**src/rtl/audio_play_ctrl_pkg.sv**
```systemverilog
// Shared types for the sound-out playback controller.
package audio_play_ctrl_pkg;

  localparam int unsigned SAMPLE_W = 16;

  typedef enum logic [1:0] {
    ST_IDLE  = 2'd0,
    ST_PLAY  = 2'd1,
    ST_DRAIN = 2'd2
  } play_state_e;

  typedef struct packed {
    logic [SAMPLE_W-1:0] left;
    logic [SAMPLE_W-1:0] right;
  } stereo_frame_t;

endpackage

```
**src/rtl/audio_play_ctrl_frame_fifo.sv**
```systemverilog
// Synchronous stereo-frame FIFO with flush; a pop frees room for a same-cycle push.
module audio_frame_fifo
  import audio_play_ctrl_pkg::*;
#(
  parameter int unsigned DEPTH_LOG2 = 4
) (
  input  logic                clk,
  input  logic                rst_n,
  input  logic                flush,
  input  logic                push,
  input  stereo_frame_t       push_data,
  input  logic                pop,
  output stereo_frame_t       head_c,
  output logic [DEPTH_LOG2:0] count_nxt_c,
  output logic                full_c,
  output logic                empty_c
);

  localparam int unsigned DEPTH = 1 << DEPTH_LOG2;
  localparam int unsigned CNT_W = DEPTH_LOG2 + 1;

  stereo_frame_t         mem [DEPTH];
  logic [DEPTH_LOG2-1:0] wr_ptr;
  logic [DEPTH_LOG2-1:0] rd_ptr;
  logic [CNT_W-1:0]      count;
  logic                  do_push;
  logic                  do_pop;

  assign full_c  = (count == CNT_W'(DEPTH));
  assign empty_c = (count == '0);
  assign head_c  = mem[rd_ptr];
  assign do_pop  = pop && !empty_c && !flush;
  assign do_push = push && !flush && (!full_c || do_pop);

  // Next occupancy, exposed so the owner can register level-based flags in step.
  always_comb begin
    count_nxt_c = count;
    if (flush) begin
      count_nxt_c = '0;
    end else if (do_push && !do_pop) begin
      count_nxt_c = count + CNT_W'(1);
    end else if (do_pop && !do_push) begin
      count_nxt_c = count - CNT_W'(1);
    end
  end

  // Pointer and count registers; pointers wrap naturally at the depth.
  always_ff @(posedge clk or negedge rst_n) begin
    if (!rst_n) begin
      wr_ptr <= '0;
      rd_ptr <= '0;
      count  <= '0;
    end else begin
      count <= count_nxt_c;
      if (flush) begin
        wr_ptr <= '0;
        rd_ptr <= '0;
      end else begin
        if (do_push) wr_ptr <= wr_ptr + DEPTH_LOG2'(1);
        if (do_pop)  rd_ptr <= rd_ptr + DEPTH_LOG2'(1);
      end
    end
  end

  // Frame storage; contents are don't-care until written.
  always_ff @(posedge clk) begin
    if (do_push) mem[wr_ptr] <= push_data;
  end

endmodule

```
**src/rtl/audio_play_ctrl.sv**
```systemverilog
// Playback sequencer: pairs sample ops into stereo frames and releases them on DAC ticks.
module audio_play_ctrl
  import audio_play_ctrl_pkg::*;
#(
  parameter int unsigned DEPTH_LOG2 = 4,
  parameter int unsigned REQ_LOW    = 8
) (
  input  logic                clk,
  input  logic                reset_n,
  input  logic                audio_starts,
  input  logic                audio_22khz,
  input  logic                is_audio_sample,
  input  logic [SAMPLE_W-1:0] sample_data,
  input  logic                end_audio_sample,
  input  logic                all_1_packet,
  input  logic                frame_tick,
  output logic                out_valid,
  output logic [SAMPLE_W-1:0] out_left,
  output logic [SAMPLE_W-1:0] out_right,
  output logic                sample_req,
  output logic                playing,
  output logic                underrun,
  output logic                overflow
);

  localparam int unsigned CNT_W = DEPTH_LOG2 + 1;

  play_state_e         state_q, state_d;
  logic                rate22_q, rate22_d;
  logic                half_q, half_d;
  logic                rep_q, rep_d;
  logic [SAMPLE_W-1:0] left_hold_q, left_hold_d;
  logic [SAMPLE_W-1:0] out_left_d, out_right_d;
  logic                out_valid_d, underrun_d, overflow_d;
  logic                sample_req_d, playing_d;

  logic                fifo_flush, fifo_push, fifo_pop;
  stereo_frame_t       fifo_head, push_frame;
  logic [CNT_W-1:0]    fifo_count_nxt;
  logic                fifo_full, fifo_empty;

  assign push_frame = '{left: left_hold_q, right: sample_data};

  audio_frame_fifo #(
    .DEPTH_LOG2(DEPTH_LOG2)
  ) u_fifo (
    .clk         (clk),
    .rst_n       (reset_n),
    .flush       (fifo_flush),
    .push        (fifo_push),
    .push_data   (push_frame),
    .pop         (fifo_pop),
    .head_c      (fifo_head),
    .count_nxt_c (fifo_count_nxt),
    .full_c      (fifo_full),
    .empty_c     (fifo_empty)
  );

  // Next state and outputs: abort first, then stream events, then the tick against the result.
  always_comb begin
    state_d     = state_q;
    rate22_d    = rate22_q;
    half_d      = half_q;
    rep_d       = rep_q;
    left_hold_d = left_hold_q;
    out_left_d  = out_left;
    out_right_d = out_right;
    out_valid_d = 1'b0;
    underrun_d  = 1'b0;
    overflow_d  = 1'b0;
    fifo_flush  = 1'b0;
    fifo_push   = 1'b0;
    fifo_pop    = 1'b0;

    if (all_1_packet) begin
      state_d     = ST_IDLE;
      fifo_flush  = 1'b1;
      half_d      = 1'b0;
      rep_d       = 1'b0;
      out_left_d  = '0;
      out_right_d = '0;
    end else begin
      if (audio_starts && (state_q != ST_DRAIN)) begin
        state_d    = ST_PLAY;
        rate22_d   = audio_22khz;
        fifo_flush = 1'b1;
        half_d     = 1'b0;
        rep_d      = 1'b0;
      end else if ((state_q == ST_PLAY) && end_audio_sample) begin
        state_d = ST_DRAIN;
        half_d  = 1'b0;
      end else if ((state_q == ST_PLAY) && is_audio_sample) begin
        if (half_q) begin
          fifo_push = 1'b1;
          half_d    = 1'b0;
        end else begin
          left_hold_d = sample_data;
          half_d      = 1'b1;
        end
      end

      // A flush in this cycle makes the FIFO look empty to the tick.
      if (frame_tick && (state_d != ST_IDLE)) begin
        if (rep_d) begin
          out_valid_d = 1'b1;
          rep_d       = 1'b0;
        end else if (!fifo_empty && !fifo_flush) begin
          fifo_pop    = 1'b1;
          out_left_d  = fifo_head.left;
          out_right_d = fifo_head.right;
          out_valid_d = 1'b1;
          rep_d       = rate22_d;
        end else if (state_d == ST_PLAY) begin
          out_left_d  = '0;
          out_right_d = '0;
          out_valid_d = 1'b1;
          underrun_d  = 1'b1;
        end else begin
          state_d = ST_IDLE;
        end
      end

      overflow_d = fifo_push && fifo_full && !fifo_pop;
    end
  end

  // Level outputs track the post-edge state and occupancy.
  assign sample_req_d = (state_d == ST_PLAY) && (fifo_count_nxt < CNT_W'(REQ_LOW));
  assign playing_d    = (state_d != ST_IDLE);

  // State, flags and output registers.
  always_ff @(posedge clk or negedge reset_n) begin
    if (!reset_n) begin
      state_q     <= ST_IDLE;
      rate22_q    <= 1'b0;
      half_q      <= 1'b0;
      rep_q       <= 1'b0;
      left_hold_q <= '0;
      out_valid   <= 1'b0;
      out_left    <= '0;
      out_right   <= '0;
      sample_req  <= 1'b0;
      playing     <= 1'b0;
      underrun    <= 1'b0;
      overflow    <= 1'b0;
    end else begin
      state_q     <= state_d;
      rate22_q    <= rate22_d;
      half_q      <= half_d;
      rep_q       <= rep_d;
      left_hold_q <= left_hold_d;
      out_valid   <= out_valid_d;
      out_left    <= out_left_d;
      out_right   <= out_right_d;
      sample_req  <= sample_req_d;
      playing     <= playing_d;
      underrun    <= underrun_d;
      overflow    <= overflow_d;
    end
  end

endmodule

```
**config.mk**
```make
export PLATFORM = sky130hd
export DESIGN_NAME = audio_play_ctrl
export DESIGN_NICKNAME = d
export VERILOG_FILES = /design/src/rtl/audio_play_ctrl_pkg.sv /design/src/rtl/audio_play_ctrl_frame_fifo.sv /design/src/rtl/audio_play_ctrl.sv
export SDC_FILE = /design/constraint.sdc
export NUM_CORES = 1
export LEC_CHECK = 0
export ABC_AREA = 0
export BUFFER_PORTS_ARGS = -buffer_cell sky130_fd_sc_hd__buf_2
export CORE_UTILIZATION = 50
export DETAILED_ROUTE_END_ITERATION = 7
export PLACE_DENSITY = 0.69
export REMOVE_ABC_BUFFERS = 1
export SLEW_MARGIN = 10
export SYNTH_ARGS = -nofsm -noshare
export SYNTH_HDL_FRONTEND = slang
export SYNTH_SLANG_ARGS = --single-unit
```
**constraint.sdc**
```tcl
create_clock -name clk -period 3.7 [get_ports clk]
set_input_delay 0.37 -clock clk [delete_from_list [all_inputs] [get_ports clk]]
set_output_delay 0.37 -clock clk [all_outputs]
set_load 0.02 [all_outputs]
```
==> out/metrics.cfg <==
[timing]
finalClockSkew_ns = 0.01712
slew_headroom = 0.4144
finalCriticalPeriod_ns = 3.062
worst_pin_slew_ns = 0.8784
fmax_mhz = 326.6
layout_worst_path_cycle_share = 0.8276
slew_violations = 0
setup_violations = 0
setup_tns_ns = 0
worst_slack_ns = 0.6380
hold_viol = 0
rsz0062_at_grt = false
worst_hold_slack_ns = 0.1239

[clock_network]
cts-htree-levels = 2
insertion_delay_ns = 0.60
cts.path.max_buffers = 3
cts.sinks = 583
clk_pin_slew_worst_paths_ns = 0.06
cts_root_buffer = clkbuf_16
cts_tree = done
cts_buffers = 57
post_cts_resize_count = 0
cts_hold_buf = 2
cts_setup_buffers = 0

[flow_run]
maxCapViolations = 0

[power]
irDropWorstVdd_v = 0.0004463
powerDensity_nw_per_um2 = 544.5
leakage_nw = 8.517
power.total_mw = 14.02

[setup_path]
worstSetupStartpointType = flop
cpMostUsedCell = nand3_1
slowest_stage = nor2_4
cp_max_fo = 15
crit_family = simple AND/OR/NAND/NOR gates
crit_type = flop to flop
worst_path_largest_cell_delay_ns = 0.55
cp-end-kind = flop
critical_path_buf_inv_count = 1
cp_cell_sequence = and4bb_2 -> nand3_1 -> a41oi_2 -> nand3_1 -> nor2_4 -> buf_4
worstPathRequired_ns = 3.99
cp.arrival_ns = 3.36

[synthesis]
synthArstFlopShare = 0.1218
synth.avg_cell_area_sq_um = 20.56
ys_seq_elements = 583
netlist_area_sq_um = 22570
synth_area_leader_cell = edfxtp_1
syn-instance-count = 1098
synth_top_area_share = 0.6811
synth_edf_count = 512
synth_top_flop_cell = edfxtp_1
synth_area_leaders = edfxtp_1 68%, mux4_2 11%, dfrtp_1 7.9%
ys_warn_count = 0
yosysUniqueCellTypes = 54
yosysSeqAreaShare = 0.7598

[global_routing]
grt_start_max_net_pins = 57
grt_pass1_vias = 11450
overflow = 0
antenna_found_initial = 0
grt_pass1_wl_mm = 71.51
grt_usage = 0.2079

[drt]
drc_errors = 0
via_count = 11040
finalWirelength_mm = 46.49
initialDrtViolationCount = 899
routedWlPerCell_um = 25.06
via_per_inst = 5.953
drtAntennaViolNets = 0
dr.pass1.iters = 5

[layout]
drive_above_1_share = 0.2708
layout-area-overhead-vs-synth_pct = 14.06
multi_input_area_sq_um = 5116
fin_nets = 1246
final_util = 0.5797
diodes = 0
seqCellArea_sq_um = 17160
num-fill-cells = 3236

[die]
fp.dieW_um = 214.5
die_h_um = 214.5
start_util = 0.5082
std_cell_rows = 77
die_area_sq_um = 46000
coreArea_sq_um = 44410
ios = 61

[placement]
io_buffer_count = 60
globalplace.congestion = 0.7835
pre_cts_ws_ns = 0.5724
dpl.hpwl_mm = 27.49

[worst_hold_path]
hp-class = primary input to flop

[run_status]
outcome = completed

==> sequential cells by signal, indices dropped and copies added (netlist names), 2 cells and up <==
signal,cells
u_fifo.mem,512
left_hold_q,16
out_left,16
out_right,16
u_fifo.count,5
u_fifo.rd_ptr,4
u_fifo.wr_ptr,4
state_q,2
==> area by class of cell <==
type                            instances  area share
Tap cell                              592     0.02877
Multi-Input combinational cell        445      0.1987
Clock inverter                         20    0.007970
Clock buffer                           88     0.06391
Sequential cell                       583      0.6665
Timing Repair Buffer                  115     0.03237
Inverter                               12    0.001750
==> synth_stat cells (all sizes together), types with 3 or more instances <==
cell type  instances
nor3               9
and2              12
a311oi             3
mux2              17
nand3              5
a22oi             19
o31ai              3
nor2              22
edfxtp           512
xor2               3
a21oi              7
mux4             106
buf               38
mux2i             76
a22o              31
dfrtp             71
clkbuf            20
ha                 8
o21ai             24
a221oi            36
nand2             30
inv               12
==> placed cells by master, fill, tap and decap left out, drive strengths merged, types with 3 or more instances in the layout <==
cell type / n
o21ai: 24
mux4: 106
a22oi: 19
mux2i: 76
bufinv: 4
clkinv: 14
buf: 113
inv: 13
dfrtp: 71
a21oi: 7
a22o: 31
o31ai: 3
a311oi: 3
edfxtp: 512
clkbuf: 88
nand2: 30
and2: 12
a221oi: 36
ha: 8
mux2: 17
nor3: 9
xor2: 3
nand3: 5
nor2: 22
==> logic make-up (layout without fill, tap and decap cells) <==
logic type | after synthesis | after routing | synth area share
fa+ha+maj | 8 | 8 | 0.004435
simple gates | 98 | 98 | 0.02256
buf+inv | 70 | 235 | 0.01718
mux | 199 | 199 | 0.1479
compound gates | 135 | 135 | 0.04612
xor+xnor | 5 | 5 | 0.001940
flops | 583 | 583 | 0.7598
==> path summary, 6_finish.rpt <==
check	from	end	slack (ns)	depth (start not counted)
max in group asynchronous	reset_n	out_left[14]	2.49	3
min	is_audio_sample	half_q	0.12	4
max reg2reg	state_q[0]	u_fifo.mem[15][21]	0.64	6
min reg2reg	out_left[11]	out_left[11]	0.50	1
max	state_q[0]	u_fifo.mem[15][21]	0.64	6
min in group asynchronous	reset_n	out_left[13]	0.42	2
==> tightest hold or removal path, stage by stage <==
cell,delay (ns)
buf_2,0.08
o2111ai_1,0.09
o21ai_0,0.08
nor2_1,0.05
==> metal layers <==
| layer | share of wire | global-route usage | wire [um] |
|---|---|---|---|
| met5 | 0 | 0 | 0 |
| met4 | 0.022 | 0.05667 | 1018 |
| met3 | 0.055 | 0.04326 | 2555 |
| met2 | 0.48 | 0.3295 | 22470 |
| met1 | 0.44 | 0.2954 | 20440 |
==> through the flow <==
stage          instance area (sq um)  std cells
2_1_floorplan                  22230       1040
3_3_place_gp                   23880       1745
3_5_place_dp                   23880       1745
4_1_cts                        25750       1855
5_1_grt                        25750       1855
6_report                       25750       1855
==> power breakdown <==
part / switching [mW] / internal (mW)
clock: 2.34 / 3.33
combinational: 0.371 / 0.319
sequential: 0.240 / 7.42
total: 2.95 / 11.1
No activity file was read; power rests on OpenSTA's default activity.
